--- src/rtl/mem_tid_allocator_pkg.sv ---
// Shared types for the memory transaction-ID allocator: ID typedef and drain FSM states.
package mem_tid_allocator_pkg;

  // Matches the core configuration field MemTidWidth.
  localparam int unsigned MemTidWidth = 2;

  typedef logic [MemTidWidth-1:0] mem_tid_t;

  typedef enum logic [1:0] {
    IDLE,
    DRAIN,
    DONE
  } tid_drain_state_e;

endpackage

--- src/rtl/mem_tid_allocator_if.sv ---
// Request/release/drain bundle between the request arbiter (master) and the TID allocator (slave).
interface mem_tid_allocator_if
  import mem_tid_allocator_pkg::*;
#(
  parameter int unsigned TidWidth = MemTidWidth
);
  localparam int unsigned NumTids = 2**TidWidth;

  logic                alloc_req_i;
  logic                alloc_gnt_o;
  logic [TidWidth-1:0] alloc_tid_o;
  logic                rel_valid_i;
  logic [TidWidth-1:0] rel_tid_i;
  logic                drain_req_i;
  logic                drain_done_o;
  logic [NumTids-1:0]  busy_o;
  logic [TidWidth:0]   outstanding_o;
  logic                err_rel_o;
  logic                timeout_o;

  modport master (
    output alloc_req_i, rel_valid_i, rel_tid_i, drain_req_i,
    input  alloc_gnt_o, alloc_tid_o, drain_done_o, busy_o, outstanding_o, err_rel_o, timeout_o
  );

  modport slave (
    input  alloc_req_i, rel_valid_i, rel_tid_i, drain_req_i,
    output alloc_gnt_o, alloc_tid_o, drain_done_o, busy_o, outstanding_o, err_rel_o, timeout_o
  );

endinterface

--- src/rtl/mem_tid_allocator_tid_rr_picker.sv ---
// Combinational round-robin finder: first non-busy ID at or after ptr_i, wrapping at NumTids-1.
module tid_rr_picker #(
  parameter  int unsigned TidWidth = 2,
  localparam int unsigned NumTids  = 2**TidWidth
) (
  input  logic [NumTids-1:0]  busy_i,
  input  logic [TidWidth-1:0] ptr_i,
  output logic [TidWidth-1:0] free_tid_o,
  output logic                found_o
);

  logic [TidWidth-1:0] idx;
  logic                found;

  // Index arithmetic wraps naturally in TidWidth bits; reports 0 when nothing is free.
  always_comb begin
    free_tid_o = '0;
    found      = 1'b0;
    idx        = '0;
    for (int i = 0; i < NumTids; i++) begin
      idx = ptr_i + TidWidth'(i);
      if (!found && !busy_i[idx]) begin
        free_tid_o = idx;
        found      = 1'b1;
      end
    end
    found_o = found;
  end

endmodule

--- src/rtl/mem_tid_allocator.sv ---
// Transaction-ID allocator with round-robin grant, release tracking and fence/flush drain.
// Define MEM_TID_ALLOC_TIMEOUT_EN to build per-ID age counters and the sticky timeout_o flag.
module mem_tid_allocator
  import mem_tid_allocator_pkg::*;
#(
  parameter int unsigned TidWidth = MemTidWidth
`ifdef MEM_TID_ALLOC_TIMEOUT_EN
  , parameter int unsigned TimeoutCycles = 1024
`endif
) (
  input logic               clk_i,
  input logic               rst_ni,
  mem_tid_allocator_if.slave bus
);

  localparam int unsigned NumTids = 2**TidWidth;
  localparam int unsigned CntW    = TidWidth + 1;

  tid_drain_state_e    state_q, state_d;
  logic [NumTids-1:0]  busy_q, busy_d;
  logic [CntW-1:0]     count_q, count_d;
  logic [TidWidth-1:0] rr_ptr_q, rr_ptr_d;
  logic                err_rel_q, err_rel_d;

  logic [TidWidth-1:0] free_tid;
  logic                any_free;
  logic                gnt;
  logic                rel_ok;

  tid_rr_picker #(.TidWidth(TidWidth)) u_picker (
    .busy_i     (busy_q),
    .ptr_i      (rr_ptr_q),
    .free_tid_o (free_tid),
    .found_o    (any_free)
  );

  always_ff @(posedge clk_i or negedge rst_ni) begin
    if (!rst_ni) begin
      state_q <= IDLE;
    end else begin
      state_q <= state_d;
    end
  end

  // Dropping drain_req_i aborts a drain even while IDs are still outstanding.
  always_comb begin
    state_d = state_q;
    unique case (state_q)
      IDLE:    if (bus.drain_req_i) state_d = DRAIN;
      DRAIN: begin
        if (!bus.drain_req_i)     state_d = IDLE;
        else if (count_q == '0)   state_d = DONE;
      end
      DONE:    if (!bus.drain_req_i) state_d = IDLE;
      default: state_d = IDLE;
    endcase
  end

  always_comb begin
    gnt              = bus.alloc_req_i && (state_q == IDLE) && any_free;
    bus.alloc_gnt_o  = gnt;
    bus.alloc_tid_o  = free_tid;
    bus.drain_done_o = (state_q == DONE);
  end

  // A release only frees its bit next cycle, so the picker never sees a same-cycle bypass.
  always_comb begin
    rel_ok    = bus.rel_valid_i && busy_q[bus.rel_tid_i];
    err_rel_d = bus.rel_valid_i && !busy_q[bus.rel_tid_i];
    busy_d    = busy_q;
    rr_ptr_d  = rr_ptr_q;
    count_d   = count_q;
    if (gnt) begin
      busy_d[free_tid] = 1'b1;
      rr_ptr_d         = free_tid + TidWidth'(1);
    end
    if (rel_ok) begin
      busy_d[bus.rel_tid_i] = 1'b0;
    end
    if (gnt && !rel_ok) begin
      count_d = count_q + CntW'(1);
    end else if (!gnt && rel_ok) begin
      count_d = count_q - CntW'(1);
    end
  end

  always_ff @(posedge clk_i or negedge rst_ni) begin
    if (!rst_ni) begin
      busy_q    <= '0;
      count_q   <= '0;
      rr_ptr_q  <= '0;
      err_rel_q <= 1'b0;
    end else begin
      busy_q    <= busy_d;
      count_q   <= count_d;
      rr_ptr_q  <= rr_ptr_d;
      err_rel_q <= err_rel_d;
    end
  end

  assign bus.busy_o        = busy_q;
  assign bus.outstanding_o = count_q;
  assign bus.err_rel_o     = err_rel_q;

`ifdef MEM_TID_ALLOC_TIMEOUT_EN
  localparam int unsigned AgeWidth = $clog2(TimeoutCycles + 1);

  logic [NumTids-1:0][AgeWidth-1:0] age_q, age_d;
  logic                             timeout_q, timeout_d;

  // Ages saturate at TimeoutCycles; the flag is sticky until reset.
  always_comb begin
    age_d     = age_q;
    timeout_d = timeout_q;
    for (int i = 0; i < NumTids; i++) begin
      if (gnt && (free_tid == TidWidth'(i))) begin
        age_d[i] = '0;
      end else if (busy_q[i] && (age_q[i] != AgeWidth'(TimeoutCycles))) begin
        age_d[i] = age_q[i] + AgeWidth'(1);
      end
      if (age_d[i] == AgeWidth'(TimeoutCycles)) begin
        timeout_d = 1'b1;
      end
    end
  end

  always_ff @(posedge clk_i or negedge rst_ni) begin
    if (!rst_ni) begin
      age_q     <= '0;
      timeout_q <= 1'b0;
    end else begin
      age_q     <= age_d;
      timeout_q <= timeout_d;
    end
  end

  assign bus.timeout_o = timeout_q;
`else
  assign bus.timeout_o = 1'b0;
`endif

  a_count_popcount: assert property (@(posedge clk_i) disable iff (!rst_ni)
    int'(count_q) == $countones(busy_q));

endmodule

--- src/flat_wrapper.sv ---
// flat-port wrapper written by rule: the top's interface ports become plain ports
module mem_tid_allocator_flat import mem_tid_allocator_pkg::*;
#(
  parameter int unsigned TidWidth = MemTidWidth

)
  (clk_i, rst_ni, bus_alloc_req_i, bus_rel_valid_i, bus_rel_tid_i, bus_drain_req_i, bus_alloc_gnt_o, bus_alloc_tid_o, bus_drain_done_o, bus_busy_o, bus_outstanding_o, bus_err_rel_o, bus_timeout_o);
  mem_tid_allocator_if #(.TidWidth(TidWidth)) bus_i ();
  input logic clk_i;
  input logic rst_ni;
  input wire logic [$bits(bus_i.alloc_req_i)-1:0] bus_alloc_req_i;
  input wire logic [$bits(bus_i.rel_valid_i)-1:0] bus_rel_valid_i;
  input wire logic [$bits(bus_i.rel_tid_i)-1:0] bus_rel_tid_i;
  input wire logic [$bits(bus_i.drain_req_i)-1:0] bus_drain_req_i;
  output wire logic [$bits(bus_i.alloc_gnt_o)-1:0] bus_alloc_gnt_o;
  output wire logic [$bits(bus_i.alloc_tid_o)-1:0] bus_alloc_tid_o;
  output wire logic [$bits(bus_i.drain_done_o)-1:0] bus_drain_done_o;
  output wire logic [$bits(bus_i.busy_o)-1:0] bus_busy_o;
  output wire logic [$bits(bus_i.outstanding_o)-1:0] bus_outstanding_o;
  output wire logic [$bits(bus_i.err_rel_o)-1:0] bus_err_rel_o;
  output wire logic [$bits(bus_i.timeout_o)-1:0] bus_timeout_o;
  assign bus_i.alloc_req_i = bus_alloc_req_i;
  assign bus_i.rel_valid_i = bus_rel_valid_i;
  assign bus_i.rel_tid_i = bus_rel_tid_i;
  assign bus_i.drain_req_i = bus_drain_req_i;
  assign bus_alloc_gnt_o = bus_i.alloc_gnt_o;
  assign bus_alloc_tid_o = bus_i.alloc_tid_o;
  assign bus_drain_done_o = bus_i.drain_done_o;
  assign bus_busy_o = bus_i.busy_o;
  assign bus_outstanding_o = bus_i.outstanding_o;
  assign bus_err_rel_o = bus_i.err_rel_o;
  assign bus_timeout_o = bus_i.timeout_o;
  mem_tid_allocator #(.TidWidth(TidWidth)) u_core (.clk_i(clk_i), .rst_ni(rst_ni), .bus(bus_i));
endmodule
--- config.mk ---
export PLATFORM = sky130hd
export DESIGN_NAME = mem_tid_allocator_flat
export DESIGN_NICKNAME = d
export VERILOG_FILES = /design/src/rtl/mem_tid_allocator_pkg.sv /design/src/rtl/mem_tid_allocator_if.sv /design/src/rtl/mem_tid_allocator_tid_rr_picker.sv /design/src/rtl/mem_tid_allocator.sv /design/src/flat_wrapper.sv
export SDC_FILE = /design/constraint.sdc
export NUM_CORES = 1
export LEC_CHECK = 0
export ABC_AREA = 1
export CORE_MARGIN = 4
export CORE_UTILIZATION = 54
export CTS_CLUSTER_DIAMETER = 150
export DETAILED_ROUTE_END_ITERATION = 10
export GPL_ROUTABILITY_DRIVEN = 0
export PLACE_DENSITY_LB_ADDON = 0.2
export SYNTH_ARGS = -nofsm -noshare
export SYNTH_HDL_FRONTEND = slang
export SYNTH_HIERARCHICAL = 1
export SYNTH_SLANG_ARGS = --single-unit
--- constraint.sdc ---
create_clock -name clk_i -period 4.4 [get_ports clk_i]
set_input_delay 1.1 -clock clk_i [delete_from_list [all_inputs] [get_ports clk_i]]
set_output_delay 1.1 -clock clk_i [all_outputs]
set_load 0.02 [all_outputs]
==> reports/metrics.csv <==
metric,value,unit
worstSkewPairLatency,0.26,ns
cts_tree,done,
fin_crit,3.58,ns
grt_pass1_vias,899,
slew_violations,0,
syn_area_per_cell,6.36,sq um
drtPass1Iterations,4,
cts-root-buf,clkbuf_4,
wirelength,2.07,mm
grt_max_degree,14,
ys_ff_latch,12,
critical_path_required,3.30,ns
clock_sinks,12,
end_kind,primary output,
p_sw_frac,0.531,
status,finished clean,
n_fill_cell,155,
cp.arrival,2.48,ns
post_cts_buffers,0,
irDropWorstVdd,0.481,mV
final_hold_viol_count,0,
switching_power,576,uW
syn-num-nets,172,
final_cells,202,
numCtsBuffers,3,
path_clk_slew,0.07,ns
synth_cells,159,
synthTopCellsByCount,"nand2_1, inv_1, nand3_1, dfrtp_1",
layout-drive-gt1-share,0.107,
synth-edff-count,0,
start_util,0.579,
intPower,508,uW
postPlaceCellArea,1200,sq um
setup_tns,0,ns
core_area,1750,sq um
synth_cell_types,22,
setup_violations,0,
hpwl,1.70,mm
grt_remaining_overflow,0,
p_leak,0.688,nW
io_buffers,18,
start_kind,input port,
crit_type,in2out,
yosysWarnings,6,
cts_resized,0,
synth_top_area_cell,dfrtp_1,
drv_cap,0,
dp.cells,199,
synth-seq-area-share,0.297,
netlist_area,1010,sq um
power_density,889,nW/um^2
hold_buffers,0,
h-tree-depth,1,
die_area,2630,sq um
whs,0.576,ns
fin_area,1220,sq um
antenna_cells,0,
finalCritPeriodShare,0.813,
yosysMostFrequentCell,nand2_1,
grt_setup_unrepaired,no,
total_power,1.08,mW
worstMarginPinSlew,0.538,ns
final_antenna_net_count,0,
post_drt_wl_per_cell,10.2,um
die_h,51.3,um
area_growth,20.5,%
grt_pass1_wl,3.69,mm
num_io_pins,20,
via_per_inst,4.80,
fin_nets,192,
synth_area_leaders,"dfrtp_1, nand2_1, inv_1, nand3_1, ha_1",
hp-class,reg2reg,
post-route-drc-count,0,
fmax,0.279,GHz
num_vias,969,
pwr-share-seq,0.218,
async_flop_share,1.00,
maxSlewHeadroom,0.640,
gr-usage-all-layers,0.182,
fin_skew,0.00146,ns
antenna_found_initial,0,
pwr-share-comb,0.725,
die_w,51.3,um
drt-initial-drc-count,29,
cts.path.max_buffers,2,
synthFlopType,dfrtp_1,
worstPathMaxFanout,7,
rows,15,
clock_power_share,0.058,
netlist.area_leader.share,0.297,
worst max-delay path, stage by stage:
cell,delay (ns)
clkdlybuf4s50_1,0.47
nand3_1,0.14
inv_2,0.14
clkdlybuf4s50_1,0.62
final timing paths:
kind,start,endpoint,slack [ns],cells past startpoint
min reg2reg,u_core/bus.outstanding_o[2],u_core/bus.outstanding_o[2],0.58,2
min,u_core/bus.outstanding_o[2],u_core/bus.outstanding_o[2],0.58,2
max reg2reg,u_core/rr_ptr_q[0],u_core/bus.outstanding_o[2],1.73,15
max in group asynchronous,rst_ni,u_core/state_q[1],2.85,1
max,bus_alloc_req_i,bus_alloc_gnt_o,0.82,4
min in group asynchronous,rst_ni,u_core/bus.err_rel_o,1.19,1
layout by cell type, fill, tap and decap left out:
cell type        count
inv_2                4
clkbuf_4             3
inv_1               23
a21oi_1              1
fa_1                 1
dfrtp_1             12
clkdlybuf4s50_1     18
xor2_1               1
nand3_1             13
conb_1               1
xnor2_1              1
nor2_1              10
nand2_1             64
nand4_1              2
o21ai_1              2
nand2_2             10
ha_1                 5
nand3b_1             1
o21ai_0              2
nor2_4               1
and3_1               1
mux2_2               1
metal layers:
metal  global-route usage  part of all wire  vias up
met5                    0                 0        -
met4               0.0393            0.0058        0
met3               0.0350             0.030        2
met2                0.356              0.55       11
met1                0.199              0.42      442
li1                     -                 -      514
layout make-up:
cell class / count / area, sq um / share of cell area
inverter: 27 / 101 / 0.0832
tap: 25 / 31.3 / 0.0257
clock buffer: 3 / 22.5 / 0.0185
sequential: 12 / 300 / 0.246
multi-input combinational: 117 / 583 / 0.478
timing repair buffer: 18 / 180 / 0.148
sequential cells by signal, summed over array words and instances (netlist names):
register and count:
u_core/state_q 2, u_core/bus.err_rel_o 1, u_core/bus.outstanding_o 3, u_core/rr_ptr_q 2, u_core/bus.busy_o 4
power by group through the flow:
stage	sequential, mW	combinational, mW	clock, mW
6_report	0.236	0.785	0.0625
5_1_grt	0.248	0.885	0.0724
4_1_cts	0.237	0.789	0.0660
3_5_place_dp	0.238	0.786	0
3_3_place_gp	0.235	0.762	0
2_1_floorplan	0.255	0.540	0
kinds of logic after synthesis:
kind of cell,after synthesis,synth area share
buffers and inverters,30,0.126
other,1,0.00371
muxes,1,0.0111
and+or+nand+nor,102,0.438
DFF,12,0.297
adders and majority gates,6,0.0817
AOI/OAI and AO/OA,5,0.0247
xor gates and xnor gates,2,0.0173
metrics by stage:
stage               worst slack (ns)  utilization
detailed placement             0.819        0.685
global placement               0.845        0.685
CTS                            0.813        0.698
global route                   0.645        0.698
finish                         0.821        0.698
floorplan                       1.92            -
Note: power is estimated with default switching activity, not from simulation.
